`src/rtl/wb_arbiter_if.sv`:
```
// Writeback port bundle: two writeback request sources in, one register-file write port and
// a per-register pending-write vector out.
interface wb_arbiter_if;
  logic        alu_valid;
  logic [4:0]  alu_rd;
  logic [31:0] alu_data;
  logic        alu_ready;
  logic        ld_valid;
  logic [4:0]  ld_rd;
  logic [31:0] ld_data;
  logic        ld_ready;
  logic        RegW;
  logic [4:0]  A3;
  logic [31:0] Result;
  logic [31:0] busy;

  modport master (
    output alu_valid, alu_rd, alu_data, ld_valid, ld_rd, ld_data,
    input  alu_ready, ld_ready, RegW, A3, Result, busy
  );

  modport slave (
    input  alu_valid, alu_rd, alu_data, ld_valid, ld_rd, ld_data,
    output alu_ready, ld_ready, RegW, A3, Result, busy
  );
endinterface

```
`src/rtl/wb_arbiter.sv`:
```
// Writeback arbiter: one FIFO per source (ALU, load), round-robin grant onto a single
// registered register-file write port, plus a pending-write scoreboard for decode stalls.
module wb_arbiter #(
  parameter int DEPTH = 2
) (
  input  logic         clk,
  input  logic         reset,
  wb_arbiter_if.slave  bus
);

  localparam int PTR_W = $clog2(DEPTH);
  localparam int CNT_W = PTR_W + 1;
  localparam logic [CNT_W-1:0] FULL = CNT_W'(DEPTH);

  typedef enum logic {SRC_ALU = 1'b0, SRC_LD = 1'b1} src_e;

  logic [4:0]       q_rd   [2][DEPTH];
  logic [31:0]      q_data [2][DEPTH];
  logic [PTR_W-1:0] wptr   [2];
  logic [PTR_W-1:0] rptr   [2];
  logic [CNT_W-1:0] count  [2];
  src_e             last_grant;

  logic [1:0]       in_valid;
  logic [4:0]       in_rd   [2];
  logic [31:0]      in_data [2];
  logic [1:0]       ready;
  logic [1:0]       push;
  logic [1:0]       pop;
  logic [1:0]       nonempty;

  logic             gnt_valid;
  src_e             gnt_src;
  logic [4:0]       head_rd;
  logic [31:0]      head_data;

  logic             reg_w;
  logic [4:0]       a3;
  logic [31:0]      result;
  logic [31:0]      busy_c;
  logic [PTR_W-1:0] offset;

  assign in_valid   = {bus.ld_valid, bus.alu_valid};
  assign in_rd[0]   = bus.alu_rd;
  assign in_rd[1]   = bus.ld_rd;
  assign in_data[0] = bus.alu_data;
  assign in_data[1] = bus.ld_data;

  always_comb begin
    for (int s = 0; s < 2; s++) begin
      ready[s]    = reset && (count[s] < FULL);
      push[s]     = in_valid[s] && ready[s];
      nonempty[s] = (count[s] != '0);
    end
  end

  // NOTE: every always_comb output gets a default first so no path can infer a latch.
  always_comb begin
    gnt_valid = |nonempty;
    gnt_src   = SRC_ALU;
    pop       = '0;
    if (&nonempty)
      gnt_src = (last_grant == SRC_LD) ? SRC_ALU : SRC_LD;
    else if (nonempty[SRC_LD])
      gnt_src = SRC_LD;
    if (gnt_valid)
      pop[gnt_src] = 1'b1;
    head_rd   = q_rd[gnt_src][rptr[gnt_src]];
    head_data = q_data[gnt_src][rptr[gnt_src]];
  end

  // NOTE: the FIFO storage has no reset; occupancy alone decides which entries are live.
  always_ff @(posedge clk) begin
    for (int s = 0; s < 2; s++) begin
      if (push[s]) begin
        q_rd[s][wptr[s]]   <= in_rd[s];
        q_data[s][wptr[s]] <= in_data[s];
      end
    end
  end

  // NOTE: sequential state uses non-blocking assignments so all registers update together.
  always_ff @(posedge clk) begin
    if (!reset) begin
      for (int s = 0; s < 2; s++) begin
        wptr[s]  <= '0;
        rptr[s]  <= '0;
        count[s] <= '0;
      end
      last_grant <= SRC_LD;
      reg_w      <= 1'b0;
      a3         <= '0;
      result     <= '0;
    end else begin
      for (int s = 0; s < 2; s++) begin
        if (push[s]) wptr[s] <= wptr[s] + 1'b1;
        if (pop[s])  rptr[s] <= rptr[s] + 1'b1;
        case ({push[s], pop[s]})
          2'b10:   count[s] <= count[s] + 1'b1;
          2'b01:   count[s] <= count[s] - 1'b1;
          default: ;
        endcase
      end
      if (gnt_valid)
        last_grant <= gnt_src;
      // An rd=0 entry is consumed by its grant but never written.
      reg_w <= gnt_valid && (head_rd != '0);
      if (gnt_valid && (head_rd != '0)) begin
        a3     <= head_rd;
        result <= head_data;
      end
    end
  end

  always_comb begin
    busy_c = '0;
    offset = '0;
    for (int s = 0; s < 2; s++) begin
      for (int i = 0; i < DEPTH; i++) begin
        offset = PTR_W'(i) - rptr[s];
        if ({1'b0, offset} < count[s])
          busy_c[q_rd[s][i]] = 1'b1;
      end
    end
    if (reg_w)
      busy_c[a3] = 1'b1;
    busy_c[0] = 1'b0;
  end

  assign bus.alu_ready = ready[SRC_ALU];
  assign bus.ld_ready  = ready[SRC_LD];
  assign bus.RegW      = reg_w;
  assign bus.A3        = a3;
  assign bus.Result    = result;
  assign bus.busy      = busy_c;

endmodule

```
`src/flat_wrapper.sv`:
```
// flat-port wrapper written by rule: the top's interface ports become plain ports
module wb_arbiter_flat 
#(
  parameter int DEPTH = 2
)
  (clk, reset, bus_alu_valid, bus_alu_rd, bus_alu_data, bus_ld_valid, bus_ld_rd, bus_ld_data, bus_alu_ready, bus_ld_ready, bus_RegW, bus_A3, bus_Result, bus_busy);
  wb_arbiter_if bus_i ();
  input  logic clk;
  input  logic reset;
  input wire logic [$bits(bus_i.alu_valid)-1:0] bus_alu_valid;
  input wire logic [$bits(bus_i.alu_rd)-1:0] bus_alu_rd;
  input wire logic [$bits(bus_i.alu_data)-1:0] bus_alu_data;
  input wire logic [$bits(bus_i.ld_valid)-1:0] bus_ld_valid;
  input wire logic [$bits(bus_i.ld_rd)-1:0] bus_ld_rd;
  input wire logic [$bits(bus_i.ld_data)-1:0] bus_ld_data;
  output wire logic [$bits(bus_i.alu_ready)-1:0] bus_alu_ready;
  output wire logic [$bits(bus_i.ld_ready)-1:0] bus_ld_ready;
  output wire logic [$bits(bus_i.RegW)-1:0] bus_RegW;
  output wire logic [$bits(bus_i.A3)-1:0] bus_A3;
  output wire logic [$bits(bus_i.Result)-1:0] bus_Result;
  output wire logic [$bits(bus_i.busy)-1:0] bus_busy;
  assign bus_i.alu_valid = bus_alu_valid;
  assign bus_i.alu_rd = bus_alu_rd;
  assign bus_i.alu_data = bus_alu_data;
  assign bus_i.ld_valid = bus_ld_valid;
  assign bus_i.ld_rd = bus_ld_rd;
  assign bus_i.ld_data = bus_ld_data;
  assign bus_alu_ready = bus_i.alu_ready;
  assign bus_ld_ready = bus_i.ld_ready;
  assign bus_RegW = bus_i.RegW;
  assign bus_A3 = bus_i.A3;
  assign bus_Result = bus_i.Result;
  assign bus_busy = bus_i.busy;
  wb_arbiter #(.DEPTH(DEPTH)) u_core (.clk(clk), .reset(reset), .bus(bus_i));
endmodule
```
`config.mk`:
```
export PLATFORM = sky130hd
export DESIGN_NAME = wb_arbiter_flat
export DESIGN_NICKNAME = d
export VERILOG_FILES = /design/src/rtl/wb_arbiter_if.sv /design/src/rtl/wb_arbiter.sv /design/src/flat_wrapper.sv
export SDC_FILE = /design/constraint.sdc
export NUM_CORES = 1
export LEC_CHECK = 0
export ABC_AREA = 1
export CORE_ASPECT_RATIO = 0.6
export CORE_UTILIZATION = 56
export CTS_BUF_LIST = sky130_fd_sc_hd__clkbuf_4 sky130_fd_sc_hd__clkbuf_8
export DETAILED_ROUTE_END_ITERATION = 12
export PLACE_DENSITY = 0.86
export SYNTH_ARGS = -nofsm -noshare
export SYNTH_HDL_FRONTEND = slang
export SYNTH_SLANG_ARGS = --single-unit
```
`constraint.sdc`:
```
create_clock -name clk -period 7.1 [get_ports clk]
set_input_delay 1.42 -clock clk [delete_from_list [all_inputs] [get_ports clk]]
set_output_delay 1.42 -clock clk [all_outputs]
set_load 0.05 [all_outputs]
```
# Word level (Yosys, flattened, before mapping)

Memories as Yosys holds them, arrays and structs flattened.
Index checks and enable logic that the tools add are counted.

Flip-flop bits (word level): 39
Bits in latches: 0
RAM bits: 156
Bits in read-only memories: 0
Logic and storage cells: 153
Memories kept: 5

Add/subtract/negate cells: 12
$mul: 0
Divide/modulo/power cells: 0
Order comparisons: 23
Equality and inequality tests: 4
Shift operators: 0
Multiplexer cells: 72
Bitwise gates (word level): 15
Reduce and logical (&&, ||, !) cells: 18

Memory list:

| memory        | words | bits a word | rd ports | clocked after Yosys merged registers in | write ports | line             | source |
|---|---|---|---|---|---|---|---|
| u_core.q_data | 2     | 64          | 1        | 0                                       | 2           | wb_arbiter.sv:18 | `logic [31:0] q_data [2][DEPTH];` |
| u_core.q_rd   | 2     | 10          | 3        | 0                                       | 2           | wb_arbiter.sv:17 | `logic [4:0] q_rd [2][DEPTH];` |
| u_core.count  | 2     | 2           | 2        | 0                                       | 2           | wb_arbiter.sv:21 | `logic [CNT_W-1:0] count [2];` |
| u_core.rptr   | 2     | 1           | 3        | 0                                       | 2           | wb_arbiter.sv:20 | `logic [PTR_W-1:0] rptr [2];` |
| u_core.wptr   | 2     | 1           | 2        | 0                                       | 2           | wb_arbiter.sv:19 | `logic [PTR_W-1:0] wptr [2];` |

Operators with widths:

| cell                                                               | count |
|---|---|
| 2-to-1 mux 32 bit                                                  | 10 |
| 2-to-1 mux 64 bit                                                  | 2 |
| bitwise OR 32 bit                                                  | 4 |
| demux 32 bit (select 1 bit)                                        | 2 |
| 2-to-1 mux 1 bit                                                   | 38 |
| less-than comparator 5 x 6 -> 1 bit (second input constant)        | 5 |
| demux 1 bit (select 5 bit)                                         | 5 |
| greater-or-equal comparator 5 x 1 -> 1 bit (second input constant) | 5 |
| 2-to-1 mux 5 bit                                                   | 5 |
| 2-to-1 mux 10 bit                                                  | 2 |
| logical AND 1 bit                                                  | 13 |
| demux 5 bit (select 1 bit)                                         | 2 |
| 2-to-1 mux 2 bit                                                   | 5 |
| less-than comparator 1 x 2 -> 1 bit                                | 4 |
| bitwise OR 1 bit                                                   | 8 |
| greater-or-equal comparator 2 bit (second input constant)          | 3 |
| NOT 1 -> 2 bit                                                     | 3 |
| nonzero test 5 bit                                                 | 1 |
| adder 1 bit (second input constant)                                | 4 |
| adder 2 x 1 -> 2 bit (second input constant)                       | 2 |
| equality test 2 x 1 -> 1 bit (second input constant)               | 2 |
| equality test 2 bit (second input constant)                        | 2 |
| less-than comparator 2 x 1 -> 1 bit (second input constant)        | 2 |
| less-than comparator 2 bit (second input constant)                 | 2 |
| 8 further kinds                                                    | 13 |

# Depth between registers and ports, before layout

Gate-level depths: netlist (run 1).
An unclocked memory read counts as a cell.

Depth in word-level cells: 15
Gate-level depth with buffers: 16
Mapped depth without buffers: 15

# Worst setup path after synthesis (run 1)

No wires, ideal clock.

Kind: input-to-reg
Start point: input port reset
End point: memory u_core.q_data[0][0] (netlist bit) (enable)
Library setup time: 431 ps
Arrival time: 4353 ps
Required time: 6669 ps
Path slack: 2316 ps
Stages: 5
Path buffers: 1
Cells stage by stage: clkbuf_1 -> inv_1 -> nor2_1 -> nand2_1 -> nor2_1

RTL lines:

| element     | line              | source |
|---|---|---|
| from (decl) | flat_wrapper.sv:9 | `input logic reset;` |
| to (decl)   | wb_arbiter.sv:18  |  |

==> impl_metrics.env, run 1 <==
export IMPL_fmax_mhz=199
export IMPL_cp_start_kind="flip-flop"
export IMPL_antenna_found_initial=0
export IMPL_hold_violations=0
export IMPL_core_sq_mm=0.0162
export IMPL_cts_tree="built"
export IMPL_htree_levels=4
export IMPL_initial_utilization=0.573
export IMPL_viasPerCell=6.03
export IMPL_die_w_um=168
export IMPL_grt_first_pass_wirelength_um=40200
export IMPL_syn_nets=1016
export IMPL_period_needed_ns=5.03
export IMPL_setup_ws_ns=2.07
export IMPL_end_kind="primary output"
export IMPL_cts_made_buffers=17
export IMPL_clk_path_buf_depth=2
export IMPL_syn_instance_count=937
export IMPL_port_buffers=148
export IMPL_postCtsHoldBufs=0
export IMPL_dp_hpwl_um=17800
export IMPL_ant_nets=0
export IMPL_fp_row_count=36
export IMPL_post_place_ws_ns=2.43
export IMPL_async_reset_ff_frac=0
export IMPL_post_cts_setup_buffers=0
export IMPL_critPathMaxFanout=10
export IMPL_synth_compound_area_frac=0.115
export IMPL_rsz0062_at_grt="no"
export IMPL_grt_ovfl_total=0
export IMPL_vdd_drop_max_mv=0.251
export IMPL_cts_sinks=195
export IMPL_fin_total_pwr_mw=4.85
export IMPL_synthXorXnorAreaFrac=0.00189
export IMPL_power_density_mw_per_mm2=431
export IMPL_syn_to_final_growth_pct=21.0
export IMPL_met3_wirelength_um=3380
export IMPL_max_cap_violations=0
export IMPL_synth_fa_ha_area_frac=0.00135
export IMPL_path_clk_slew_ns=0.12
export IMPL_grt_max_degree=83
export IMPL_final_cell_mix="edfxtp_1, nand2_1, clkdlybuf4s50_1"
export IMPL_worst_slew_pin_slew_ns=1.22
export IMPL_nets=1147
export IMPL_wl_met1_um=12100
export IMPL_drtIter0Drc=1031
export IMPL_num_antenna_cells=0
export IMPL_drv_slew=0
export IMPL_drc=0
export IMPL_p_leak_nw=4.26
export IMPL_synth_distinct_cells=41
export IMPL_place_congestion=1.02
export IMPL_top_layer_used="met4"
export IMPL_required_ns=5.68
export IMPL_first_pass_iters=8
export IMPL_avgSynthCellArea_sq_um=9.92
export IMPL_ys_ff_latch=195
export IMPL_synth_area_mux_share=0
export IMPL_setup_viol=0
export IMPL_worstPathArrival_ns=3.61
export IMPL_cts_root_buf="clkbuf_8"
export IMPL_dieHeight_um=102
export IMPL_vias=7775
export IMPL_wire_per_inst_um=20.6
export IMPL_ys_warn_count=0
export IMPL_worstHoldPathType="reg2reg"
export IMPL_synth_edff_count=156
export IMPL_tns_ns=0
export IMPL_max_slew_margin_rel=0.183
export IMPL_clk_latency_ns=0.47
export IMPL_final_common_cell="edfxtp_1"
export IMPL_routed_wl_um=26600
export IMPL_dieArea_sq_mm=0.0171
export IMPL_synth_top_family_by_area="simple AND/OR/NAND/NOR gates"
export IMPL_yosys_area_share_simple=0.229
export IMPL_clock_skew_ns=0.0258
export IMPL_status="completed"
export IMPL_critPathKind="reg2out"
export IMPL_synth_area_sq_mm=0.00929
export IMPL_grt_pass1_vias=7175
export IMPL_drive_above_1_share=0.112
export IMPL_ys_flop_type="edfxtp_1"
export IMPL_pin_count=150
export IMPL_finalCritPeriodShare=0.709
export IMPL_yosysSeqAreaShare=0.588
export IMPL_groute_usage_overall=0.319
export IMPL_cts_resized_gates=0
export IMPL_routed_wl_met2_um=10900
[final timing paths]
path,from,end,slack [ns],cells past startpoint
setup reg to reg,u_core.count[0][0]$_SDFFCE_PN0P_,u_core.bus.Result[10]$_SDFFE_PN0P_,3.02,13
hold reg to reg,u_core.bus.Result[11]$_SDFFE_PN0P_,u_core.bus.Result[11]$_SDFFE_PN0P_,0.49,2
hold / removal,u_core.bus.Result[11]$_SDFFE_PN0P_,u_core.bus.Result[11]$_SDFFE_PN0P_,0.49,2
setup / recovery,u_core.count[0][0]$_SDFFCE_PN0P_,bus_busy[30],2.07,7
[area by class of cell]
class	instances	area (sq um)
clock buffer	18	241
clock inverter	14	145
fill	1210	4970
inverter	91	342
multi-input combinational	609	3270
sequential	195	5470
tap	209	262
timing repair buffer	154	1520
[cells in the mapped netlist, types with 3 or more instances]
cell / n / area share
nand2_1: 152 / 0.061
o22ai_1: 3 / 0.0020
nor4_1: 3 / 0.0020
clkbuf_1: 11 / 0.0044
o211ai_1: 70 / 0.057
buf_1: 5 / 0.0020
o221ai_1: 18 / 0.017
clkinv_1: 3 / 0.0012
nand2_2: 3 / 0.0020
a2111o_1: 3 / 0.0036
edfxtp_1: 156 / 0.50
nand4_1: 3 / 0.0020
a211oi_1: 7 / 0.0057
o21ai_0: 8 / 0.0043
dfxtp_1: 39 / 0.084
buf_6: 10 / 0.012
buf_2: 15 / 0.0081
nor3_1: 35 / 0.019
nand3_1: 83 / 0.045
inv_1: 86 / 0.035
a221oi_1: 10 / 0.0094
nor2_1: 113 / 0.046
a21oi_1: 11 / 0.0059
o2111ai_1: 3 / 0.0028
or2_2: 65 / 0.044
[critical path, cell delays in order, from the launching register on]
cell and delay (ns):
edfxtp_1 0.53, a21oi_1 0.90, inv_1 0.14, nand3_1 0.40, nor2_1 0.07, a211oi_1 0.20
o221ai_1 0.16, clkdlybuf4s50_1 0.73
[cell families after synthesis]
group           count (synthesis)
buf+inv                       133
other cells                     1
simple gates                  464
compound gates                141
xor+xnor                        2
fa+ha+maj                       1
flops                         195
[state kept, by name, indices dropped and copies added, names as in the netlist]
name,cells
u_core.bus.RegW,1
u_core.rptr,2
u_core.wptr,2
u_core.q_rd,20
u_core.q_data,128
u_core.count,4
u_core.bus.A3,5
u_core.last_grant,1
u_core.bus.Result,32
[layer usage]
| layer | track usage | up-vias |
|---|---|---|
| met1 | 0.495 | 3667 |
| met5 | 0 | - |
| met4 | 0.0748 | 0 |
| li1 | - | 3565 |
| met2 | 0.443 | 516 |
| met3 | 0.0840 | 27 |
[power by group]
part | internal, mW | switching (mW)
sequential | 1.43 | 0.123
combinational | 0.823 | 1.77
clock | 0.293 | 0.409
total | 2.55 | 2.30
[through the flow]
stage	hold WS (ns)	instances	area [sq um]	utilization
3_5_place_dp	0.474	1258	10900	0.669
2_1_floorplan	0.492	937	9290	-
5_1_grt	0.514	1290	11200	0.693
3_3_place_gp	0.460	1258	10900	0.669
4_1_cts	0.492	1290	11200	0.693
6_report	0.490	1290	11200	0.693
No activity file was read; power rests on OpenSTA's default activity.
==> inputs of run 2 (changes only) <==
==> constraint.sdc (replaced) <==
create_clock -name clk -period 4.8 [get_ports clk]
set_input_delay 0.96 -clock clk [delete_from_list [all_inputs] [get_ports clk]]
set_output_delay 0.96 -clock clk [all_outputs]
set_load 0.05 [all_outputs]
==> run 2 against run 1 <==
Die area unchanged; sequential share of layout area fell by 0.27 points; via count increased by 0.58%; core utilization grew 0.39 points; register-to-register slack worse by 1.7 ns; setup slack worse by 1.5 ns; non-clock buffer count grew 9; clock power increased by 44%; sequential cell count stayed put; sequential power grew 48%.
==> impl_metrics.env, run 2 (same netlist as run 1, synthesis figures left out) <==
export IMPL_status="completed"
export IMPL_place_congestion=1.10
export IMPL_drv_slew=0
export IMPL_wire_per_inst_um=20.7
export IMPL_dp_hpwl_um=18700
export IMPL_die_w_um=168
export IMPL_post_cts_setup_buffers=0
export IMPL_groute_usage_overall=0.327
export IMPL_hp_start="u_core.bus.Result[18]$_SDFFE_PN0P_"
export IMPL_worst_slew_pin_slew_ns=0.988
export IMPL_post_place_ws_ns=1.27
export IMPL_dieHeight_um=102
export IMPL_postCtsHoldBufs=0
export IMPL_routed_wl_um=27000
export IMPL_cts_made_buffers=17
export IMPL_cts_tree="built"
export IMPL_r2r_start="u_core.count[1][1]$_DFFE_PP_"
export IMPL_pin_count=150
export IMPL_largest_reg_flops=128
export IMPL_fmax_mhz=237
export IMPL_crit_chain="inv_1, o21ai_0, nand3_1, o22ai_1, a2111o_1, clkdlybuf4s50_1"
export IMPL_drtIter0Drc=1022
export IMPL_hold_violations=0
export IMPL_whs_ns=0.493
export IMPL_comb_power_share=0.538
export IMPL_grt_ovfl_total=0
export IMPL_vdd_drop_max_mv=0.304
export IMPL_critPathMaxFanout=8
export IMPL_path_clk_slew_ns=0.11
export IMPL_power_density_mw_per_mm2=632
export IMPL_viasPerCell=6.02
export IMPL_antenna_found_initial=1
export IMPL_dieArea_sq_mm=0.0171
export IMPL_period_needed_ns=4.22
export IMPL_layout_cells_non_filler=1300
export IMPL_cts_root_buf="clkbuf_8"
export IMPL_utilization=0.697
export IMPL_cts_sinks=195
export IMPL_htree_levels=4
export IMPL_max_stage_delay_ns=0.80
export IMPL_nets=1156
export IMPL_cp_slowest_cell="clkdlybuf4s50_1"
export IMPL_netSwitchingFraction=0.476
export IMPL_clk_latency_ns=0.46
export IMPL_end_kind="primary output"
export IMPL_max_slew_margin_rel=0.340
export IMPL_grt_pass1_vias=7306
export IMPL_critPathKind="reg2out"
export IMPL_worstHoldPathType="reg2reg"
export IMPL_grt_max_degree=65
export IMPL_dpl_cell_area_sq_mm=0.0109
export IMPL_p_int_mw=3.75
export IMPL_p_switching_mw=3.40
export IMPL_final_area_sq_mm=0.0113
export IMPL_fp_row_count=36
export IMPL_p_leak_nw=4.30
export IMPL_final_cell_mix="edfxtp_1, nand2_1, clkdlybuf4s50_1"
export IMPL_final_common_cell="edfxtp_1"
export IMPL_setup_viol=0
export IMPL_grt_first_pass_wirelength_um=41500
export IMPL_setup_ws_ns=0.583
export IMPL_tns_ns=0
export IMPL_p_seq_frac=0.320
export IMPL_vias=7820
export IMPL_core_sq_mm=0.0162
export IMPL_drive_above_1_share=0.119
export IMPL_finalCritPeriodShare=0.879
export IMPL_clock_power_share=0.142
export IMPL_crit_start="u_core.rptr[1]$_SDFFCE_PN0P_"
export IMPL_port_buffers=148
export IMPL_drc=0
export IMPL_fin_total_pwr_mw=7.14
export IMPL_dp_cells=1267
export IMPL_clk_path_buf_depth=2
export IMPL_cts_resized_gates=0
export IMPL_required_ns=3.84
export IMPL_clock_skew_ns=0.0303
export IMPL_max_cap_violations=0
export IMPL_rsz0062_at_grt="no"
export IMPL_syn_to_final_growth_pct=21.7
export IMPL_worstPathArrival_ns=3.26
export IMPL_ant_nets=0
export IMPL_cp_start_kind="flip-flop"
export IMPL_initial_utilization=0.573
export IMPL_first_pass_iters=7
export IMPL_fillCellCount=1205
## run 2: cell types whose count changed in the layout (fill, tap and decap cells not counted), sizes merged
| cell | previous run | this run |
|---|---|---|
| buf | 7 | 16 |
| clkinv | 8 | 11 |
| bufinv | 1 | 0 |
| clkbuf | 18 | 17 |
| clkinvlp | 2 | 1 |
| diode | 0 | 1 |
## run 2: cell type report
cell class                 instances  area [sq um]  share of cell area
timing repair buffer             163          1590               0.141
inverter                          91           342              0.0302
sequential                       195          5470               0.483
antenna                            1          2.50            0.000221
clock buffer                      17           234              0.0207
tap                              209           262              0.0231
clock inverter                    15           145              0.0128
multi-input combinational        609          3270               0.289
## run 2: final timing paths
| kind | to | slack, ns | depth (start not counted) |
|---|---|---|---|
| hold / removal | u_core.bus.Result[18]$_SDFFE_PN0P_ | 0.49 | 2 |
| hold reg to reg | u_core.bus.Result[18]$_SDFFE_PN0P_ | 0.49 | 2 |
| setup / recovery | bus_busy[3] | 0.58 | 6 |
| setup reg to reg | u_core.bus.Result[4]$_SDFFE_PN0P_ | 1.28 | 14 |
## run 2: worst max-delay path, delay by kind of cell, from the launching register on
| kind | cells | cell delay [ns] |
|---|---|---|
| AO/OA/AOI/OAI | 3 | 1.01 |
| buffers and inverters | 2 | 0.88 |
| AND/OR/NAND/NOR | 1 | 0.52 |
| flip-flops | 1 | 0.39 |
## run 2: power by group through the flow
stage	clock network (mW)	logic (mW)	registers [mW]
after global placement	0	3.70	2.31
after floorplan	0	2.41	2.69
after CTS	1.02	3.79	2.28
after detailed placement	0	3.77	2.32
final	1.01	3.84	2.29
after global routing	1.09	4.21	2.32
## run 2: routing by layer
layer  up-vias  global-route usage  share of wire  routed length, um
li1       3591                   -              -                  -
met1      3650               0.493           0.45              12100
met2       537               0.454           0.40              10800
met3        42               0.110           0.14               3670
met4         0              0.0706          0.013                359
met5         -             0.00543              0                  0
==> inputs of run 3 (changes only) <==
--- a/config.mk
+++ b/config.mk
@@ -7,9 +7,10 @@
 export LEC_CHECK = 0
 export ABC_AREA = 1
 export CORE_ASPECT_RATIO = 0.6
-export CORE_UTILIZATION = 56
+export CORE_UTILIZATION = 50
 export CTS_BUF_LIST = sky130_fd_sc_hd__clkbuf_4 sky130_fd_sc_hd__clkbuf_8
 export DETAILED_ROUTE_END_ITERATION = 12
+export GPL_TIMING_DRIVEN = 0
 export PLACE_DENSITY = 0.86
 export SYNTH_ARGS = -nofsm -noshare
 export SYNTH_HDL_FRONTEND = slang
==> constraint.sdc (replaced) <==
create_clock -name clk -period 3.6 [get_ports clk]
set_input_delay 0.72 -clock clk [delete_from_list [all_inputs] [get_ports clk]]
set_output_delay 0.72 -clock clk [all_outputs]
set_load 0.05 [all_outputs]
==> run 3 against run 2 <==
Final area rose by 3.2%; clock skew decreased by 0.0059 ns; register-to-register slack worse by 0.58 ns; wire length fell by 1.3%; sequential power grew 32%; cell count increased by 4.6%.
==> impl_metrics.env, run 3 (same netlist as run 1, synthesis figures left out) <==
export IMPL_status="completed"
export IMPL_postCtsHoldBufs=0
export IMPL_clk_path_buf_depth=2
export IMPL_final_common_cell="edfxtp_1"
export IMPL_syn_to_final_growth_pct=25.6
export IMPL_whs_ns=0.493
export IMPL_dieHeight_um=108
export IMPL_max_cap_violations=0
export IMPL_fp_row_count=38
export IMPL_post_cts_setup_buffers=0
export IMPL_dp_hpwl_um=19400
export IMPL_rsz0062_at_grt="no"
export IMPL_clock_skew_ns=0.0244
export IMPL_first_pass_iters=6
export IMPL_netSwitchingFraction=0.474
export IMPL_vdd_drop_max_mv=0.354
export IMPL_initial_utilization=0.513
export IMPL_reg2reg_depth=13
export IMPL_cts_root_buf="clkbuf_8"
export IMPL_grt_max_degree=29
export IMPL_regArea_sq_mm=0.00547
export IMPL_r2r_start="u_core.count[1][1]$_DFFE_PP_"
export IMPL_dp_cells=1328
export IMPL_port_buffers=147
export IMPL_drv_slew=0
export IMPL_p_seq_frac=0.305
export IMPL_worstReg2RegEnd="u_core.bus.Result[21]$_SDFFE_PN0P_"
export IMPL_multiInputGateArea_sq_mm=0.00333
export IMPL_cp_start_kind="flip-flop"
export IMPL_largest_reg_flops=128
export IMPL_utilization=0.644
export IMPL_setup_viol=0
export IMPL_post_place_ws_ns=-0.209
export IMPL_fillCellCount=1440
export IMPL_grt_ovfl_total=0
export IMPL_grt_pass1_vias=7446
export IMPL_max_slew_margin_rel=0.552
export IMPL_max_stage_delay_ns=0.86
export IMPL_place_congestion=1.01
export IMPL_worstPathArrival_ns=2.78
export IMPL_period_needed_ns=3.50
export IMPL_viasPerCell=5.81
export IMPL_ant_nets=0
export IMPL_die_w_um=178
export IMPL_critPathMaxFanout=8
export IMPL_power_density_mw_per_mm2=853
export IMPL_hp_start="u_core.bus.Result[18]$_SDFFE_PN0P_"
export IMPL_drive_above_1_share=0.142
export IMPL_p_switching_mw=4.72
export IMPL_fmax_mhz=286
export IMPL_clock_power_share=0.147
export IMPL_htree_levels=4
export IMPL_path_clk_slew_ns=0.11
export IMPL_finalCritPeriodShare=0.972
export IMPL_dieArea_sq_mm=0.0192
export IMPL_required_ns=2.88
export IMPL_worstHoldPathType="reg2reg"
export IMPL_groute_usage_overall=0.289
export IMPL_worst_slew_pin_slew_ns=0.669
export IMPL_critPathKind="reg2out"
export IMPL_routed_wl_um=26600
export IMPL_cts_sinks=195
export IMPL_end_kind="primary output"
export IMPL_wire_per_inst_um=19.6
export IMPL_hold_depth=2
export IMPL_cp_slowest_cell="clkdlybuf4s50_1"
export IMPL_layout_cells_non_filler=1360
export IMPL_core_sq_mm=0.0181
export IMPL_num_antenna_cells=0
export IMPL_final_cell_mix="edfxtp_1, nand2_1, clkdlybuf4s50_1"
export IMPL_comb_power_share=0.548
export IMPL_hold_violations=0
export IMPL_pin_count=150
export IMPL_cts_made_buffers=17
export IMPL_p_leak_nw=4.71
export IMPL_nets=1186
export IMPL_cts_tree="built"
export IMPL_drtIter0Drc=1116
export IMPL_grt_first_pass_wirelength_um=41100
export IMPL_clk_latency_ns=0.48
export IMPL_p_int_mw=5.23
export IMPL_crit_chain="inv_1, a21oi_2, nor2_2, nand2_1, o2111ai_1, clkdlybuf4s50_1"
export IMPL_drc=0
export IMPL_hold_end="u_core.bus.Result[18]$_SDFFE_PN0P_"
export IMPL_rrSetupSlack_ns=0.70
export IMPL_setup_ws_ns=0.101
export IMPL_vias=7897
export IMPL_antenna_found_initial=0
run 3: worst max-delay path by stage:
stage	to	cells past startpoint	start	slack (ns)
after floorplan	u_core.q_data[0][0]$_DFFE_PP_	5	reset	-0.48
final	bus_busy[27]	6	u_core.rptr[0]$_SDFFCE_PN0P_	0.10
after global placement	u_core.q_data[1][1]$_DFFE_PP_	5	reset	-1.38
after detailed placement	bus_busy[10]	8	u_core.count[0][1]$_SDFFCE_PN0P_	-0.21
after CTS	bus_busy[21]	8	u_core.count[0][1]$_SDFFCE_PN0P_	0.007
after global routing	bus_busy[29]	8	u_core.count[0][1]$_SDFFCE_PN0P_	0.01
run 3: layout make-up:
type / count / area share
Buffer: 42 / 0.0219
Clock buffer: 17 / 0.0201
Clock inverter: 15 / 0.0161
Inverter: 91 / 0.0293
Multi-Input combinational cell: 609 / 0.286
Sequential cell: 195 / 0.468
Tap cell: 240 / 0.0257
Timing Repair Buffer: 151 / 0.133
run 3: power by group through the flow:
stage | sequential (mW) | combinational, mW | clock (mW)
final | 3.03 | 5.45 | 1.46
after floorplan | 3.59 | 3.22 | 0
after global placement | 3.08 | 5.21 | 0
after CTS | 3.03 | 5.38 | 1.47
after detailed placement | 3.08 | 5.34 | 0
after global routing | 3.07 | 5.94 | 1.57
run 3: worst max-delay path, delay by kind of cell, from the launching register on:
kind / cells / cell delay (ns)
flops: 1 / 0.49
simple gates: 2 / 0.54
buf+inv: 2 / 1.01
compound gates: 2 / 0.28
run 3: routing by layer:
| metal | vias to the layer above | track usage | share of wire |
|---|---|---|---|
| met1 | 3681 | 0.448 | 0.45 |
| met5 | - | 0.0194 | 0.0018 |
| met4 | 2 | 0.0464 | 0.0080 |
| met2 | 537 | 0.403 | 0.41 |
| met3 | 34 | 0.0802 | 0.13 |
| li1 | 3643 | - | - |
run 3: stage by stage:
stage,power (mW),setup TNS [ns],instance area [sq um]
final,9.95,0,11700
after global routing,10.6,0,11700
after CTS,9.88,0,11600
after detailed placement,8.42,-0.843,11200
after global placement,8.28,-192.89,11100
after floorplan,6.81,-71.52,9290
run 3: what timing repair did:
| item | in CTS | in global routing |
|---|---|---|
| endpoints found under the hold margin | 0 | 0 |
| setup endpoints to repair | 31 | 24 |
| gates resized for setup | 33 | 16 |
